**src/rtl/alu_pkg.sv**
```systemverilog
// Shared op codes and multiplier FSM encoding for the alu_mc EX-stage ALU.
// The multiplier build is selected by the ALU_MUL_EN macro (see alu_mc.sv).
package alu_pkg;

    typedef logic [3:0] op_t;

    localparam op_t OP_ROL   = 4'h0;
    localparam op_t OP_SLL   = 4'h1;
    localparam op_t OP_ROR   = 4'h2;
    localparam op_t OP_SRL   = 4'h3;
    localparam op_t OP_ADD   = 4'h4;
    localparam op_t OP_OR    = 4'h5;
    localparam op_t OP_XOR   = 4'h6;
    localparam op_t OP_AND   = 4'h7;
    localparam op_t OP_REV   = 4'h8;
    localparam op_t OP_SEQ   = 4'h9;
    localparam op_t OP_SLT   = 4'hA;
    localparam op_t OP_SLE   = 4'hB;
    localparam op_t OP_MUL   = 4'hC;
    localparam op_t OP_PASSB = 4'hD;
    localparam op_t OP_CAT   = 4'hE;
    localparam op_t OP_PASSA = 4'hF;

    localparam logic [1:0] ST_IDLE = 2'd0;
    localparam logic [1:0] ST_RUN  = 2'd1;
    localparam logic [1:0] ST_DONE = 2'd2;

endpackage

```
**src/rtl/alu_mc_if.sv**
```systemverilog
// Issue/result handshake bundle between the EX-stage issue logic and alu_mc.
interface alu_mc_if #(
    parameter int unsigned WIDTH = 16
);
    logic             in_valid;
    logic             in_ready;
    logic [3:0]       op;
    logic [WIDTH-1:0] a;
    logic [WIDTH-1:0] b;
    logic             cin;
    logic             inv_a;
    logic             inv_b;
    logic             sign;
    logic             out_valid;
    logic             out_ready;
    logic [WIDTH-1:0] out;
    logic             ofl;
    logic             z;
    logic             busy;

    modport master (
        output in_valid, op, a, b, cin, inv_a, inv_b, sign, out_ready,
        input  in_ready, out_valid, out, ofl, z, busy
    );

    modport slave (
        input  in_valid, op, a, b, cin, inv_a, inv_b, sign, out_ready,
        output in_ready, out_valid, out, ofl, z, busy
    );
endinterface

```
**src/rtl/alu_mul_seq.sv**
```systemverilog
// Iterative shift-add multiplier: one multiplier bit per cycle, sign handled on magnitudes.
// Only instantiated when ALU_MUL_EN is defined.
module alu_mul_seq
    import alu_pkg::*;
#(
    parameter int unsigned WIDTH = 16
) (
    input  logic             clk,
    input  logic             rst_n,
    input  logic             i_start,
    input  logic             i_sign,
    input  logic             i_hold,
    input  logic [WIDTH-1:0] i_a,
    input  logic [WIDTH-1:0] i_b,
    output logic             o_busy,
    output logic             o_done,
    output logic [WIDTH-1:0] o_result,
    output logic             o_ofl
);
    localparam int unsigned SHW = $clog2(WIDTH);

    logic [1:0]         r_state;
    logic [SHW-1:0]     r_cnt;
    logic [2*WIDTH-1:0] r_mcand;
    logic [WIDTH-1:0]   r_mplier;
    logic [2*WIDTH-1:0] r_acc;
    logic               r_neg;
    logic               r_sign;

    logic [WIDTH-1:0]   w_mag_a;
    logic [WIDTH-1:0]   w_mag_b;
    logic [2*WIDTH-1:0] w_prod;

    assign w_mag_a = (i_sign && i_a[WIDTH-1]) ? -i_a : i_a;
    assign w_mag_b = (i_sign && i_b[WIDTH-1]) ? -i_b : i_b;

    always_ff @(posedge clk or negedge rst_n) begin
        if (!rst_n) begin
            r_state  <= ST_IDLE;
            r_cnt    <= '0;
            r_mcand  <= '0;
            r_mplier <= '0;
            r_acc    <= '0;
            r_neg    <= 1'b0;
            r_sign   <= 1'b0;
        end else begin
            case (r_state)
                ST_IDLE: begin
                    if (i_start) begin
                        r_mcand  <= {{WIDTH{1'b0}}, w_mag_a};
                        r_mplier <= w_mag_b;
                        r_acc    <= '0;
                        r_cnt    <= '0;
                        r_neg    <= i_sign & (i_a[WIDTH-1] ^ i_b[WIDTH-1]);
                        r_sign   <= i_sign;
                        r_state  <= ST_RUN;
                    end
                end
                ST_RUN: begin
                    if (r_mplier[0]) begin
                        r_acc <= r_acc + r_mcand;
                    end
                    r_mcand  <= r_mcand << 1;
                    r_mplier <= r_mplier >> 1;
                    r_cnt    <= r_cnt + 1'b1;
                    if (r_cnt == SHW'(WIDTH - 1)) begin
                        r_state <= ST_DONE;
                    end
                end
                ST_DONE: begin
                    // Result stays parked here until the output register is free.
                    if (!i_hold) begin
                        r_state <= ST_IDLE;
                    end
                end
                default: r_state <= ST_IDLE;
            endcase
        end
    end

    assign w_prod   = r_neg ? -r_acc : r_acc;
    assign o_result = w_prod[WIDTH-1:0];
    assign o_ofl    = r_sign ? (w_prod[2*WIDTH-1:WIDTH] != {WIDTH{w_prod[WIDTH-1]}})
                             : (w_prod[2*WIDTH-1:WIDTH] != '0);
    assign o_busy   = (r_state != ST_IDLE);
    assign o_done   = (r_state == ST_DONE) && !i_hold;

endmodule

```
**src/rtl/alu_mc.sv**
```systemverilog
// Handshaked WIDTH-bit EX-stage ALU with registered result.
// Define ALU_MUL_EN for the iterative multiplier on op C; otherwise op C is carry-out (SCO).
module alu_mc
    import alu_pkg::*;
#(
    parameter int unsigned WIDTH = 16
) (
    input logic   clk,
    input logic   rst_n,
    alu_mc_if.slave bus
);
    localparam int unsigned SHW = $clog2(WIDTH);

    logic [WIDTH-1:0] r_out;
    logic             r_ofl;
    logic             r_z;
    logic             r_out_valid;

    logic [WIDTH-1:0] w_a;
    logic [WIDTH-1:0] w_b;
    logic [SHW-1:0]   w_sh;
    logic [SHW:0]     w_rsh;
    logic [WIDTH:0]   w_sum;
    logic [WIDTH-1:0] w_rev;
    logic             w_lt;
    logic             w_eq;
    logic [WIDTH-1:0] w_res;
    logic             w_ofl;
    logic             w_accept;
    logic             w_start;
    logic             w_busy;
    logic             w_mul_done;
    logic [WIDTH-1:0] w_mul_res;
    logic             w_mul_ofl;

    assign w_a   = bus.inv_a ? ~bus.a : bus.a;
    assign w_b   = bus.inv_b ? ~bus.b : bus.b;
    assign w_sh  = w_b[SHW-1:0];
    // Complementary shift for rotates; a zero amount shifts the wrap term fully out.
    assign w_rsh = (SHW + 1)'(WIDTH) - {1'b0, w_sh};
    assign w_sum = {1'b0, w_a} + {1'b0, w_b} + {{WIDTH{1'b0}}, bus.cin};
    assign w_eq  = (w_a == w_b);
    assign w_lt  = bus.sign ? ($signed(w_a) < $signed(w_b)) : (w_a < w_b);

    always_comb begin
        w_rev = '0;
        for (int i = 0; i < WIDTH; i++) begin
            w_rev[i] = w_a[WIDTH-1-i];
        end
    end

    always_comb begin
        w_res = '0;
        w_ofl = 1'b0;
        case (bus.op)
            OP_ROL:   w_res = (w_a << w_sh) | (w_a >> w_rsh);
            OP_SLL:   w_res = w_a << w_sh;
            OP_ROR:   w_res = (w_a >> w_sh) | (w_a << w_rsh);
            OP_SRL:   w_res = w_a >> w_sh;
            OP_ADD: begin
                w_res = w_sum[WIDTH-1:0];
                w_ofl = bus.sign ? ((w_a[WIDTH-1] == w_b[WIDTH-1]) &&
                                    (w_sum[WIDTH-1] != w_a[WIDTH-1]))
                                 : w_sum[WIDTH];
            end
            OP_OR:    w_res = w_a | w_b;
            OP_XOR:   w_res = w_a ^ w_b;
            OP_AND:   w_res = w_a & w_b;
            OP_REV:   w_res = w_rev;
            OP_SEQ:   w_res = {{(WIDTH-1){1'b0}}, w_eq};
            OP_SLT:   w_res = {{(WIDTH-1){1'b0}}, w_lt};
            OP_SLE:   w_res = {{(WIDTH-1){1'b0}}, w_lt | w_eq};
`ifdef ALU_MUL_EN
            OP_MUL:   w_res = '0;
`else
            OP_MUL:   w_res = {{(WIDTH-1){1'b0}}, w_sum[WIDTH]};
`endif
            OP_PASSB: w_res = w_b;
            OP_CAT:   w_res = (w_a << (WIDTH/2)) | {{(WIDTH/2){1'b0}}, w_b[WIDTH/2-1:0]};
            OP_PASSA: w_res = w_a;
            default:  w_res = '0;
        endcase
    end

    assign bus.in_ready = !w_busy && (!r_out_valid || bus.out_ready);
    assign w_accept     = bus.in_valid && bus.in_ready;

`ifdef ALU_MUL_EN
    assign w_start = w_accept && (bus.op == OP_MUL);

    alu_mul_seq #(
        .WIDTH (WIDTH)
    ) u_mul (
        .clk      (clk),
        .rst_n    (rst_n),
        .i_start  (w_start),
        .i_sign   (bus.sign),
        .i_hold   (r_out_valid && !bus.out_ready),
        .i_a      (w_a),
        .i_b      (w_b),
        .o_busy   (w_busy),
        .o_done   (w_mul_done),
        .o_result (w_mul_res),
        .o_ofl    (w_mul_ofl)
    );
`else
    assign w_start    = 1'b0;
    assign w_busy     = 1'b0;
    assign w_mul_done = 1'b0;
    assign w_mul_res  = '0;
    assign w_mul_ofl  = 1'b0;
`endif

    always_ff @(posedge clk or negedge rst_n) begin
        if (!rst_n) begin
            r_out       <= '0;
            r_ofl       <= 1'b0;
            r_z         <= 1'b0;
            r_out_valid <= 1'b0;
        end else if (w_mul_done) begin
            r_out       <= w_mul_res;
            r_ofl       <= w_mul_ofl;
            r_z         <= (w_mul_res == '0);
            r_out_valid <= 1'b1;
        end else if (w_accept && !w_start) begin
            r_out       <= w_res;
            r_ofl       <= w_ofl;
            r_z         <= (w_res == '0);
            r_out_valid <= 1'b1;
        end else if (r_out_valid && bus.out_ready) begin
            r_out_valid <= 1'b0;
        end
    end

    assign bus.out       = r_out;
    assign bus.ofl       = r_ofl;
    assign bus.z         = r_z;
    assign bus.out_valid = r_out_valid;
    assign bus.busy      = w_busy;

endmodule

```
**src/flat_wrapper.sv**
```systemverilog
// flat-port wrapper written by rule: the top's interface ports become plain ports
module alu_mc_flat import alu_pkg::*;
#(
    parameter int unsigned WIDTH = 16
)
  (clk, rst_n, bus_in_valid, bus_op, bus_a, bus_b, bus_cin, bus_inv_a, bus_inv_b, bus_sign, bus_out_ready, bus_in_ready, bus_out_valid, bus_out, bus_ofl, bus_z, bus_busy);
  alu_mc_if #(.WIDTH(WIDTH)) bus_i ();
  input logic clk;
  input logic rst_n;
  input wire logic [$bits(bus_i.in_valid)-1:0] bus_in_valid;
  input wire logic [$bits(bus_i.op)-1:0] bus_op;
  input wire logic [$bits(bus_i.a)-1:0] bus_a;
  input wire logic [$bits(bus_i.b)-1:0] bus_b;
  input wire logic [$bits(bus_i.cin)-1:0] bus_cin;
  input wire logic [$bits(bus_i.inv_a)-1:0] bus_inv_a;
  input wire logic [$bits(bus_i.inv_b)-1:0] bus_inv_b;
  input wire logic [$bits(bus_i.sign)-1:0] bus_sign;
  input wire logic [$bits(bus_i.out_ready)-1:0] bus_out_ready;
  output wire logic [$bits(bus_i.in_ready)-1:0] bus_in_ready;
  output wire logic [$bits(bus_i.out_valid)-1:0] bus_out_valid;
  output wire logic [$bits(bus_i.out)-1:0] bus_out;
  output wire logic [$bits(bus_i.ofl)-1:0] bus_ofl;
  output wire logic [$bits(bus_i.z)-1:0] bus_z;
  output wire logic [$bits(bus_i.busy)-1:0] bus_busy;
  assign bus_i.in_valid = bus_in_valid;
  assign bus_i.op = bus_op;
  assign bus_i.a = bus_a;
  assign bus_i.b = bus_b;
  assign bus_i.cin = bus_cin;
  assign bus_i.inv_a = bus_inv_a;
  assign bus_i.inv_b = bus_inv_b;
  assign bus_i.sign = bus_sign;
  assign bus_i.out_ready = bus_out_ready;
  assign bus_in_ready = bus_i.in_ready;
  assign bus_out_valid = bus_i.out_valid;
  assign bus_out = bus_i.out;
  assign bus_ofl = bus_i.ofl;
  assign bus_z = bus_i.z;
  assign bus_busy = bus_i.busy;
  alu_mc #(.WIDTH(WIDTH)) u_core (.clk(clk), .rst_n(rst_n), .bus(bus_i));
endmodule
```
**config.mk**
```make
export PLATFORM = sky130hd
export DESIGN_NAME = alu_mc_flat
export DESIGN_NICKNAME = d
export VERILOG_FILES = /design/src/rtl/alu_pkg.sv /design/src/rtl/alu_mc_if.sv /design/src/rtl/alu_mul_seq.sv /design/src/rtl/alu_mc.sv /design/src/flat_wrapper.sv
export SDC_FILE = /design/constraint.sdc
export NUM_CORES = 1
export LEC_CHECK = 0
export ABC_CLOCK_PERIOD_IN_PS = 4300
export BUFFER_PORTS_ARGS = -buffer_cell sky130_fd_sc_hd__buf_2
export CAP_MARGIN = 20
export CELL_PAD_IN_SITES_DETAIL_PLACEMENT = 1
export CELL_PAD_IN_SITES_GLOBAL_PLACEMENT = 2
export CORE_MARGIN = 2
export CORE_UTILIZATION = 38
export CTS_BUF_LIST = sky130_fd_sc_hd__clkbuf_4
export CTS_CLUSTER_DIAMETER = 40
export DETAILED_ROUTE_END_ITERATION = 6
export PLACE_DENSITY = 0.95
export SYNTH_ARGS = -nofsm -noshare
export SYNTH_HDL_FRONTEND = slang
export SYNTH_HIERARCHICAL = 1
export SYNTH_SLANG_ARGS = --single-unit
```
**constraint.sdc**
```tcl
create_clock -name clk -period 4.3 [get_ports clk]
set_clock_uncertainty 0.1 [all_clocks]
set_input_delay 0.215 -clock clk [delete_from_list [all_inputs] [get_ports clk]]
set_output_delay 0.215 -clock clk [all_outputs]
set_load 0.01 [all_outputs]
```
* Yosys cells after proc, flatten, opt, wreduce, memory -nomap -nowiden
Index checks and enable logic that the tools add are counted.
** Storage, ports and cells
- Output and inout port bits :: 21
- Flip-flop bits (word level) :: 19
- Logic and storage cells :: 56
** Cells by class
- $lt $le $gt $ge :: 2
- Shift operators :: 4
- Reduce and logical (&&, ||, !) cells :: 8
- Add/subtract/negate cells :: 3
- Multiplexer cells :: 8
- Eq/ne operators :: 18
- Bitwise gates (word level) :: 9
** Operators by type and width (number)
- one-hot mux 16 bit (16 select lines) :: 1
- OR 16 bit :: 3
- == test 4 bit (second input constant) :: 8
- less-than comparator 16 bit :: 2
- 2-to-1 mux 16 bit :: 2
- inverter 16 bit :: 2
- adder 16 x 16 -> 17 bit :: 1
- adder 17 x 1 -> 17 bit :: 1
- bitwise AND 16 bit :: 1
- == test 16 bit :: 1
- == test 4 x 3 -> 1 bit (second input constant) :: 4
- logical NOT 16 bit :: 1
- OR 16 x 8 -> 16 bit :: 1
- left shift 16 x 4 -> 16 bit :: 1
- left shift 16 x 5 -> 16 bit :: 1
- right shift 16 x 4 -> 16 bit :: 1
- right shift 16 x 5 -> 16 bit :: 1
- bitwise XOR 16 bit :: 1
- == test 4 x 2 -> 1 bit (second input constant) :: 2
- 2-to-1 mux 1 bit :: 5
- subtractor 5 x 4 -> 5 bit (first input constant) :: 1
- == test 4 x 1 -> 1 bit (second input constant) :: 1
- logical NOT 4 bit :: 1
- logical AND 1 bit :: 3
- other kinds (6) :: 6

* Longest topological paths before layout
Gate-level depths: netlist (run 1).
- Word-level depth :: 8
- Depth in mapped cells :: 19
- Depth with buffers taken out :: 14

* Worst setup path after synthesis (run 1)
Ideal clock, no wire load.
- Kind :: input to register
- Start :: in bus_inv_b
- End :: reg u_core.r_z (netlist: u_core/bus.z)
- Arrival time :: 3889 ps
- Stages :: 18
- Path buffers :: 5
- Slack :: 208 ps
- Data required time :: 4096 ps
- Path through :: buf_6 > buf_2 > xor2_1 > inv_1 > buf_2 > buf_1 > ha_1 > clkbuf_1 > nor3b_1 > a2111oi_1 > a311oi_1 > nand2_1 > a2bb2oi_1 > nand4_1 > o31ai_1 > nor4b_1 > nand4_1 > o41ai_2
** Between the ends
- Word-level cells in the longest chain between the ends :: 6
- Elaborated cells between the ends (all ways) :: 21
- Classes of those cells :: add/sub: 3; order compare: 2; eq/ne: 1; shift: 4; mux: 3; bitwise: 7; reduce/logical: 1
** Ends and longest elaborated chain
- from (decl) :: line flat_wrapper.sv:16 : input wire logic [$bits(bus_i.inv_b)-1:0] bus_inv_b;
- 2-to-1 mux 16 bit (*) :: line alu_mc.sv:37 : assign w_b = bus.inv_b ? ~bus.b : bus.b;
- parallel branches: the longest is 3 deep, another holds adder 16 x 16 -> 17 bit
- one-hot mux 16 bit (16 select lines) (*) :: line alu_mc.sv:55 : case (bus.op)
- logical NOT 16 bit (*) :: line alu_mc.sv:128 : r_z <= (w_res == '0);
- to (signal assigned) :: line alu_mc.sv:123 : r_z <= (w_mul_res == '0);
- to (signal assigned) :: line alu_mc.sv:128
- to (decl) :: line alu_mc.sv:16 : logic r_z;
Every way passes the cells marked *.
A chain may end at the register's enable or synchronous reset.

* Worst setup path in the final report (run 1)
- Start :: in bus_inv_a
- End :: reg u_core.r_z (netlist: u_core/bus.z)
** Between the ends
- Word-level cells in the longest chain between the ends :: 6
- Elaborated cells between the ends (all ways) :: 20
- Classes of those cells :: add/sub: 2; order compare: 2; eq/ne: 1; shift: 4; mux: 3; bitwise: 7; reduce/logical: 1
** Ends and longest elaborated chain
- from (decl) :: line flat_wrapper.sv:15 : input wire logic [$bits(bus_i.inv_a)-1:0] bus_inv_a;
- 2-to-1 mux 16 bit (*) :: line alu_mc.sv:36 : assign w_a = bus.inv_a ? ~bus.a : bus.a;
- parallel branches: the longest is 3 deep, another holds adder 16 x 16 -> 17 bit
- one-hot mux 16 bit (16 select lines) (*) :: line alu_mc.sv:55
- logical NOT 16 bit (*) :: line alu_mc.sv:128
Marks and branches as above.

==> results of run 1 <==
==> power by group through the flow <==
stage / registers [mW] / logic (mW) / clock network, mW
5_1_grt: 0.240 / 1.72 / 0.108
3_5_place_dp: 0.239 / 1.56 / 0
3_3_place_gp: 0.237 / 1.53 / 0
4_1_cts: 0.236 / 1.57 / 0.0981
6_report: 0.234 / 1.65 / 0.0937
2_1_floorplan: 0.255 / 0.991 / 0
==> worst max path at each step <==
stage	end	cells past startpoint	startpoint
6_report	u_core/bus.z	15	bus_inv_a
5_1_grt	u_core/bus.z	15	bus_inv_a
4_1_cts	u_core/bus.z	15	bus_inv_a
3_5_place_dp	u_core/bus.z	15	bus_inv_a
3_3_place_gp	u_core/bus.z	15	bus_inv_a
2_1_floorplan	u_core/bus.z	18	bus_inv_b
==> per-layer routing <==
layer	vias up	global-route usage	part of all wire
met4	0	0.147	0.063
met1	4253	0.443	0.39
met5	-	0	0
met3	158	0.0720	0.12
li1	3807	-	-
met2	681	0.514	0.42
==> per-stage QoR <==
step	power (mW)	cell area [sq um]
3_5_place_dp	1.80	7570
5_1_grt	2.07	7610
4_1_cts	1.90	7610
6_report	1.98	7610
2_1_floorplan	1.25	6860
3_3_place_gp	1.77	7560
==> layout make-up <==
class / count / area [sq um]
timing repair buffer: 122 / 786
multi-input combinational: 849 / 5860
tap: 229 / 287
clock buffer: 4 / 30.0
inverter: 45 / 171
sequential: 19 / 475
fill: 2347 / 10200
==> kinds of logic after synthesis <==
group	Yosys count
and+or+nand+nor	333
adders and majority gates	46
buffers and inverters	119
xor gates and xnor gates	42
muxes	50
other	1
AOI/OAI and AO/OA	377
DFF	19
==> cell usage in the layout (no fill, tap or decap), types with 26 or more instances in the layout <==
cell	netlist	layout
nand2_1	92	92
a21oi_1	74	74
buf_2	21	63
ha_1	44	44
o21ai_0	88	88
buf_4	5	56
inv_1	43	43
nor3_1	29	29
o22ai_1	29	29
nand2b_1	26	26
nor2_1	79	79
==> flip-flops by register name (all words and copies together) (netlist names) <==
register              cells
u_core/bus.out           16
u_core/bus.ofl            1
u_core/bus.out_valid      1
u_core/bus.z              1
==> critical path: cells and delay by family <==
| family | cells | cell delay [ns] |
|---|---|---|
| adders and majority gates | 1 | 0.39 |
| AOI/OAI and AO/OA | 7 | 1.81 |
| buffers and inverters | 3 | 0.69 |
| and+or+nand+nor | 4 | 0.87 |
==> metrics, run 1 <==
Post-synth top cells 92 x nand2_1, 88 x o21ai_0, 79 x nor2_1; Chip Height 138 microns; worst setup margin 0.419 ns; reg2reg path depth 11; CTS sink cnt 19; Slew HR 0.303; adder-cell area share of the yosys netlist 0.0861; Total Wirelength around 34000 microns; mux share of post-synthesis cell area 0.0995; Final nets 1130; failing checks design-rule violations; Setup violations, final 0; worst min path class input port to flip-flop; Sw Share 0.575; Lkg Pwr 3.14 nW; compound-cell area share of the yosys netlist 0.365; DR vias 8899; initial antenna violation count 0; final core utilization 0.427; post-CTS setup buffers 0; Detail Route Antenna Nets 0; post-synth cell types 86; Req. time, crit path 4.40 ns; synthesized instance count 987; Clock Path Buffers 2; share of layout cells above drive strength 1 0.168; GPL Wtd Cong 1.13; Starting Density 0.384; Tcrit/Tclk final 0.903; post-CTS sizing 0; Synth area leaders ha_1 8.0%, dfrtp_1 6.9%, o21ai_0 6.4%; drt wl/cell 26.6 microns; max incr delay on CP 0.42 ns; r2r setup slk around 1.4 ns; number of max-cap violations 0; Fmax 258 MHz; Simple-Gate Fraction of Synth Area 0.240; cell with the most instances after synthesis nand2_1; placed cell count ~1300; dpl ws around 0.27 ns; hold_sp bus_in_valid; Overflow after GRT 0; run status complete, but fails checks; Die X 138 microns; final non-filler cell total 1268; critical path class input port to flip-flop; Flop pwr share 0.119; FFs w/ async S/R, synth 1.00; hold depth 2; drc violations 2; CTS tree built; Logic pwr share 0.834; critical path fanouts, max 23; insertion delay to the later sink of the worst-skew pair 0.28 ns; Post-Synth XOR/XNOR Area 0.0619; port bufs 63; H-tree depth 1; area leader, netlist ha_1; Max stage delay cell, worst path a211oi_1; hpwl dp 26800 microns; drt first pass iters 7; clock root buffer clkbuf_4; syn avg cell area ~6.9 sq um; Max rail drop VDD 0.000133 V; worst reg2reg path startpoint u_core/bus.out_valid; syn nets 1077; DR iter-0 viols 1527; Critical Path Sink Type flip-flop; WP data arrival 3.98 ns; ANT cells 0; worst hold endpoint u_core/bus.out_valid; CTS clock-pin slew for the worst setup and hold paths 0.11 ns; vias in the first global route 8432; Net Switching roughly 1.1 mW; setup TNS 0 ns; critical-path cell list buf_2 -> buf_12 -> nand2b_1 -> nand2_1 -> ha_1 -> inv_1 -> o22ai_1 -> a221o_1 -> a21oi_1 -> o311ai_0 -> a211oi_1 -> a31oi_1 -> nor4_1 -> nand4_1 -> o41ai_2; DR vias/cell 7.02; number of synthesized flops with an enable pin 0; RSZ-0062 raised after global routing no; largest net degree at the start of global routing 36; final hold viol count 0; Post-Syn Area 6860 sq um; Synth warnings 6; IO Count 65; P per Cell Area approximately 260 nW/um^2; CORE AREA 17800 sq um; post-synthesis sequential area ratio 0.0693; largest family of logic cells by synthesized area compound AO/OA/AOI/OAI gates; Top FF cell, synth dfrtp_1; first-pass GRT wire length 50500 microns; Slew Limit Fails 0; Int Pwr 0.839 mW; Die Area ~19000 sq um; Area Growth Syn to Fin 11.0%; Yosys top cell area share 0.0803; startpoint types input port; num rows 49; worst r2r dst u_core/bus.z; hold_ws 0.0458 ns; #FFs+latches synth 19; cts hold-fix bufs 1; final worst path period need 3.88 ns; Worst Max-Slew Pin Slew 1.03 ns; clock share of power 0.047; CTS Buf Count 3; all-layer global routing usage 0.331
(Power assumes the default switching activity.)
==> run 2, diff against run 1 <==
--- a/config.mk
+++ b/config.mk
@@ -5,7 +5,7 @@
 export SDC_FILE = /design/constraint.sdc
 export NUM_CORES = 1
 export LEC_CHECK = 0
-export ABC_CLOCK_PERIOD_IN_PS = 4300
+export ABC_CLOCK_PERIOD_IN_PS = 4980
 export BUFFER_PORTS_ARGS = -buffer_cell sky130_fd_sc_hd__buf_2
 export CAP_MARGIN = 20
 export CELL_PAD_IN_SITES_DETAIL_PLACEMENT = 1
==> constraint.sdc (replaced) <==
create_clock -name clk -period 4.98 [get_ports clk]
set_clock_uncertainty 0.1 [all_clocks]
set_input_delay 0.249 -clock clk [delete_from_list [all_inputs] [get_ports clk]]
set_output_delay 0.249 -clock clk [all_outputs]
set_load 0.01 [all_outputs]
==> run 2 against run 1 <==
  * The run now ends clean
  * Total power fell by 16%
  * Setup slack got worse by 0.30 ns
  * First-iteration DRC count fell by 0.26%
  * Utilization fell by 1.5 points
  * Via count fell by 2.3%
  * Global-route usage rose by 0.41 points
  * Cell area fell by 3.5%
  * Critical path type unchanged
  * Highest routed layer unchanged
  * Clock-buffer cell count did not move
  * Largest cell class unchanged
  * Die area did not move
  * Worst hold slack improved by 0.033 ns
==> metrics, run 2 (synthesis gave the netlist of run 1 again) <==
Sw Share 0.586 (+0.0107); share of layout cells above drive strength 1 0.140 (-0.0281); Req. time, crit path 5.07 ns (+0.67 ns); Flop pwr share 0.124 (+0.005); reg2reg path depth 11 (unchanged); hpwl dp 26200 microns (-2.1%); Critical Path Sink Type flip-flop; IO Count 65 (unchanged); fillcell total 2319 (-1.2%); P per Cell Area 225 nW/um^2 (-13%); Net Switching 0.970 mW (-15%); total power 1.66 mW (-16%); critical path class input port to flip-flop; port bufs 63 (unchanged); commonest non-fill, non-tap cell in the layout nand2_1; Worst Max-Slew Pin Slew 0.955 ns (-0.0762 ns); ANT cells 0 (unchanged); Setup violations, final 0 (unchanged); number of max-cap violations 0 (unchanged); dpl ws 0.168 ns (-0.0986 ns); post-CTS sizing 0 (unchanged); most frequent cells in the layout 92 x nand2_1, 88 x o21ai_0, 79 x nor2_1; CORE AREA 17800 sq um (unchanged); DR iter-0 viols 1523 (-0.26%); Slew HR 0.359 (+0.0559); Fmax 206 MHz; post-CTS setup buffers 0 (unchanged); Overflow after GRT 0 (unchanged); Max rail drop VDD 0.000121 V (-8.9%); Placed Area 7300 sq um (-3.5%); Int Pwr 0.685 mW (-18%); Multi-input gate area 5860 sq um (unchanged); Detail Route Antenna Nets 0 (unchanged); drc violations 0 (-2); Area Growth Syn to Fin 7.10%; Logic pwr share 0.827 (-0.007); cts hold-fix bufs 1 (unchanged); worst setup margin 0.121 ns (-0.298 ns); Final nets 1096 (-3.0%); run status finished clean; DR vias 8691 (-2.3%); WP data arrival 4.95 ns (+0.97 ns); startpoint types input port; clock share of power 0.049 (+0.002); Lkg Pwr 2.97 nW (-5.4%); RSZ-0062 raised after global routing no; vias in the first global route 8325 (-1.3%); Total Wirelength 33700 microns (+0.20%); Clock Path Buffers 2 (unchanged); Chip Height 138 microns (unchanged); first-pass GRT wire length 50900 microns (+0.75%); Slew Limit Fails 0 (unchanged); hold depth 2 (unchanged); insertion delay to the later sink of the worst-skew pair 0.28 ns (about the same); Reg area 475 sq um (unchanged); CTS sink cnt 19 (unchanged); drt wl/cell 27.3 microns (+3.0%); largest net degree at the start of global routing 48 (+33%); critical path fanouts, max 31 (+35%); max FFs per register 16 (unchanged); Die Area 19100 sq um (unchanged); final hold viol count 0 (unchanged); Tcrit/Tclk final 0.976; H-tree depth 1 (unchanged); CTS clock-pin slew for the worst setup and hold paths 0.10 ns (about the same); drt first pass iters 7 (unchanged); worst min path class input port to flip-flop; DR vias/cell 7.04 (+0.35%); GPL Wtd Cong 1.18 (+4.8%); clock root buffer clkbuf_4; Die X 138 microns (unchanged); num rows 49 (unchanged); initial antenna violation count 0 (unchanged); setup TNS 0 ns (unchanged); CTS tree built; all-layer global routing usage 0.336 (+0.00414); Starting Density 0.384 (unchanged); final worst path period need ~4.9 ns; CTS Buf Count 3 (unchanged); Final Cell Area 7340 sq um (-3.5%)
[run 2: per-layer routing]
layer	track usage	vias to the layer above	wire (microns)
met4	0.166	0	2310
met5	0	-	0
met3	0.0720	178	4010
met2	0.503	683	13900
li1	-	3730	-
met1	0.456	4100	13500
[run 2: cell type report]
| class | instances | area share |
|---|---|---|
| Timing Repair Buffer | 88 | 0.0705 |
| Clock buffer | 4 | 0.00409 |
| Multi-Input combinational cell | 849 | 0.798 |
| Sequential cell | 19 | 0.0647 |
| Inverter | 45 | 0.0233 |
| Tap cell | 229 | 0.0390 |
[run 2: critical path: stages]
cell      delay, ns
buf_2          0.42
buf_4          0.36
xor2_1         0.61
inv_1          0.35
ha_1           0.44
a31oi_1        0.38
a21oi_1        0.16
mux2i_1        0.17
nand4_1        0.30
o41ai_1        0.53
buf_4          0.20
o221ai_1       0.11
nor4_1         0.18
nand4_1        0.15
o41ai_2        0.30
[run 2: path summary, 6_finish.rpt]
kind,end,startpoint,slack [ns]
max,u_core/bus.z,bus_inv_a,0.12
min,u_core/bus.out_valid,bus_in_valid,0.08
max reg2reg,u_core/bus.z,u_core/bus.out_valid,1.92
min reg2reg,u_core/bus.out[14],u_core/bus.out[14],0.40
max in group asynchronous,u_core/bus.out[8],rst_n,4.16
min in group asynchronous,u_core/bus.out_valid,rst_n,0.32
[run 2: stage by stage]
stage	hold WS [ns]	utilization	cells
5_1_grt	0.0623	0.412	1234
3_3_place_gp	0.107	0.409	1229
2_1_floorplan	-0.147	-	987
3_5_place_dp	0.115	0.409	1229
6_report	0.0785	0.412	1234
4_1_cts	0.0715	0.412	1234
[run 2: power by group through the flow]
stage	logic [mW]	clock network (mW)	registers (mW)
after detailed placement	1.29	0	0.209
after floorplan	0.855	0	0.220
after global placement	1.28	0	0.206
final	1.37	0.0806	0.205
after CTS	1.30	0.0837	0.206
after global routing	1.43	0.0904	0.210
==> run 3, diff against run 2 <==
--- a/config.mk
+++ b/config.mk
@@ -16,6 +16,7 @@
 export CTS_CLUSTER_DIAMETER = 40
 export DETAILED_ROUTE_END_ITERATION = 6
 export PLACE_DENSITY = 0.95
+export REMOVE_ABC_BUFFERS = 1
 export SYNTH_ARGS = -nofsm -noshare
 export SYNTH_HDL_FRONTEND = slang
 export SYNTH_HIERARCHICAL = 1
==> run 3 against run 2 <==
  * Critical path depth up 1
  * Flip-flop and latch count stayed put
  * Non-clock buffer count is 16 higher
  * Clock-buffer cell count is 1 lower
  * Clock power is 2% lower
  * Critical path type unchanged
  * Largest cell class unchanged
  * Largest power group unchanged
==> metrics, run 3 (synthesis gave the netlist of run 1 again) <==
Req. time, crit path 5.07 ns (about the same); critical path class input port to flip-flop; ANT cells 0 (unchanged); r2r setup slk 1.97 ns (+0.05 ns); Crit path max-delay family compound AO/OA/AOI/OAI gates; hold_sp bus_in_valid; DR vias/cell 6.94 (-1.5%); final core utilization 0.418 (+0.00631); hold depth 2 (unchanged); Clock Path Buffers 2 (unchanged); fillcell total 2322 (+0.13%); CTS sink cnt 19 (unchanged); number of max-cap violations 0 (unchanged); max incr delay on CP 0.54 ns (-0.07 ns); Setup violations, final 0 (unchanged); num rows 49 (unchanged); vias in the first global route 8414 (+1.1%); worst min path class input port to flip-flop; Total Wirelength 33100 microns (-1.9%); port bufs 63 (unchanged); worst r2r dst u_core/bus.z; drc violations 0 (unchanged); P per Cell Area 223 nW/um^2 (-1.0%); hpwl dp 26300 microns (+0.47%); Net Switching 0.968 mW (-0.23%); grt peak-use layer met2; CORE AREA 17800 sq um (unchanged); max FFs per register 16 (unchanged); worst reg2reg path startpoint u_core/bus.out_valid; commonest non-fill, non-tap cell in the layout nand2_1; insertion delay to the later sink of the worst-skew pair 0.30 ns (+0.02 ns); Lkg Pwr 3.05 nW (+2.6%); reg2reg path depth 11 (unchanged); IO Count 65 (unchanged); Tcrit/Tclk final 0.883 (-0.0926); Logic pwr share 0.831 (+0.004); critical path fanouts, max 18 (-42%); Critical Path Sink Type flip-flop; first-pass GRT wire length 50600 microns (-0.60%); Chip Height 138 microns (unchanged); WP data arrival 4.49 ns (-0.46 ns); grt met2 use 0.483 (-0.0193); Max stage delay cell, worst path o41ai_1; Die X 138 microns (unchanged); hold_ws 0.0611 ns (-0.0174 ns); Slew HR 0.489 (+0.131); clock share of power 0.048 (about the same); CTS clock-pin slew for the worst setup and hold paths 0.12 ns (+0.02 ns); worst hold endpoint u_core/bus.out_valid; RSZ-0062 raised after global routing no; drt first pass iters 6 (-1); Overflow after GRT 0 (unchanged); startpoint types input port; final worst path period need 4.40 ns (-0.461 ns); DR vias 8673 (-0.21%); final hold viol count 0 (unchanged); Sw Share 0.582 (-0.00427); Fmax 227 MHz (+10%); most frequent cells in the layout 92 x nand2_1, 88 x o21ai_0, 79 x nor2_1; Slew Limit Fails 0 (unchanged); post-CTS sizing 0 (unchanged); run status finished clean; DR iter-0 viols 1232 (-19%); CTS tree built; total power 1.66 mW (+0.51%); Area Growth Syn to Fin 8.74%; Starting Density 0.384 (unchanged); Die Area 19100 sq um (unchanged); all-layer global routing usage 0.333 (-0.00270); share of layout cells above drive strength 1 0.155 (+0.0145); Int Pwr 0.696 mW (+1.5%); Reg area 475 sq um (unchanged); clock root buffer clkbuf_4; Flop pwr share 0.122 (-0.002); H-tree depth 1 (unchanged); Max rail drop VDD 0.000148 V (+22%); M1 GR Usage 0.445 (-0.0113); cts hold-fix bufs 1 (unchanged); drt wl/cell 26.5 microns (-3.1%); initial antenna violation count 2 (+2); critical-path cell list buf_2 -> buf_4 -> xnor2_1 -> inv_1 -> ha_1 -> nor2b_1 -> a31oi_1 -> a21oi_1 -> mux2i_1 -> nand4_1 -> o41ai_1 -> buf_4 -> o221ai_1 -> nor4_1 -> nand4_1 -> o41ai_2; post-CTS setup buffers 0 (unchanged); GR Util met3 0.105 (+0.0333); Multi-input gate area 5870 sq um (+0.13%); largest net degree at the start of global routing 36 (-25%); critical path buffer and inverter count 4 (unchanged); Detail Route Antenna Nets 0 (unchanged); Final nets 1112 (+1.5%); Worst Max-Slew Pin Slew 0.760 ns (-0.195 ns); CTS Buf Count 3 (unchanged); GPL Wtd Cong 1.15 (-2.4%)
run 3: worst max path at each step:
stage	from	cells past startpoint	end
4_1_cts	bus_inv_b	16	u_core/bus.z
6_report	bus_inv_b	16	u_core/bus.z
3_3_place_gp	bus_inv_a	14	u_core/bus.z
5_1_grt	bus_inv_b	16	u_core/bus.z
3_5_place_dp	bus_inv_a	15	u_core/bus.z
2_1_floorplan	bus_b[1]	11	u_core/bus.z
run 3: power by group through the flow:
stage,Clock (mW),Combinational [mW],Sequential [mW]
finish,0.0792,1.38,0.202
global route,0.0878,1.46,0.208
CTS,0.0809,1.32,0.203
detailed placement,0,1.32,0.206
global placement,0,1.29,0.204
floorplan,0,0.800,0.220
run 3: worst reg2reg max path, delay by kind of cell, from the launching register on:
kind            cells  cell delay [ns]
compound gates      5             1.39
buf+inv             1             0.24
flops               1             0.40
simple gates        5             0.78
run 3: final cells by class:
class                   count  area share
clock buffers               3     0.00302
clock inverters             1    0.000671
inverters                  45      0.0230
multi-input cells         849       0.787
flip-flops and latches     19      0.0638
well taps                 229      0.0384
repair buffers            104      0.0839
run 3: stage by stage:
stage | cell area (sq um) | setup TNS [ns] | setup WS, ns | cells
global placement | 7420 | 0 | 0.713 | 1245
detailed placement | 7420 | 0 | 0.576 | 1245
CTS | 7460 | 0 | 0.863 | 1250
floorplan | 6490 | -0.184 | -0.184 | 913
finish | 7460 | 0 | 0.582 | 1250
global route | 7460 | 0 | 0.449 | 1250
run 3: layer usage:
layer / part of all wire / routed length [microns]
met1: 0.41 / 13700
met2: 0.40 / 13400
met3: 0.12 / 4120
met4: 0.060 / 1980
met5: 0 / 0
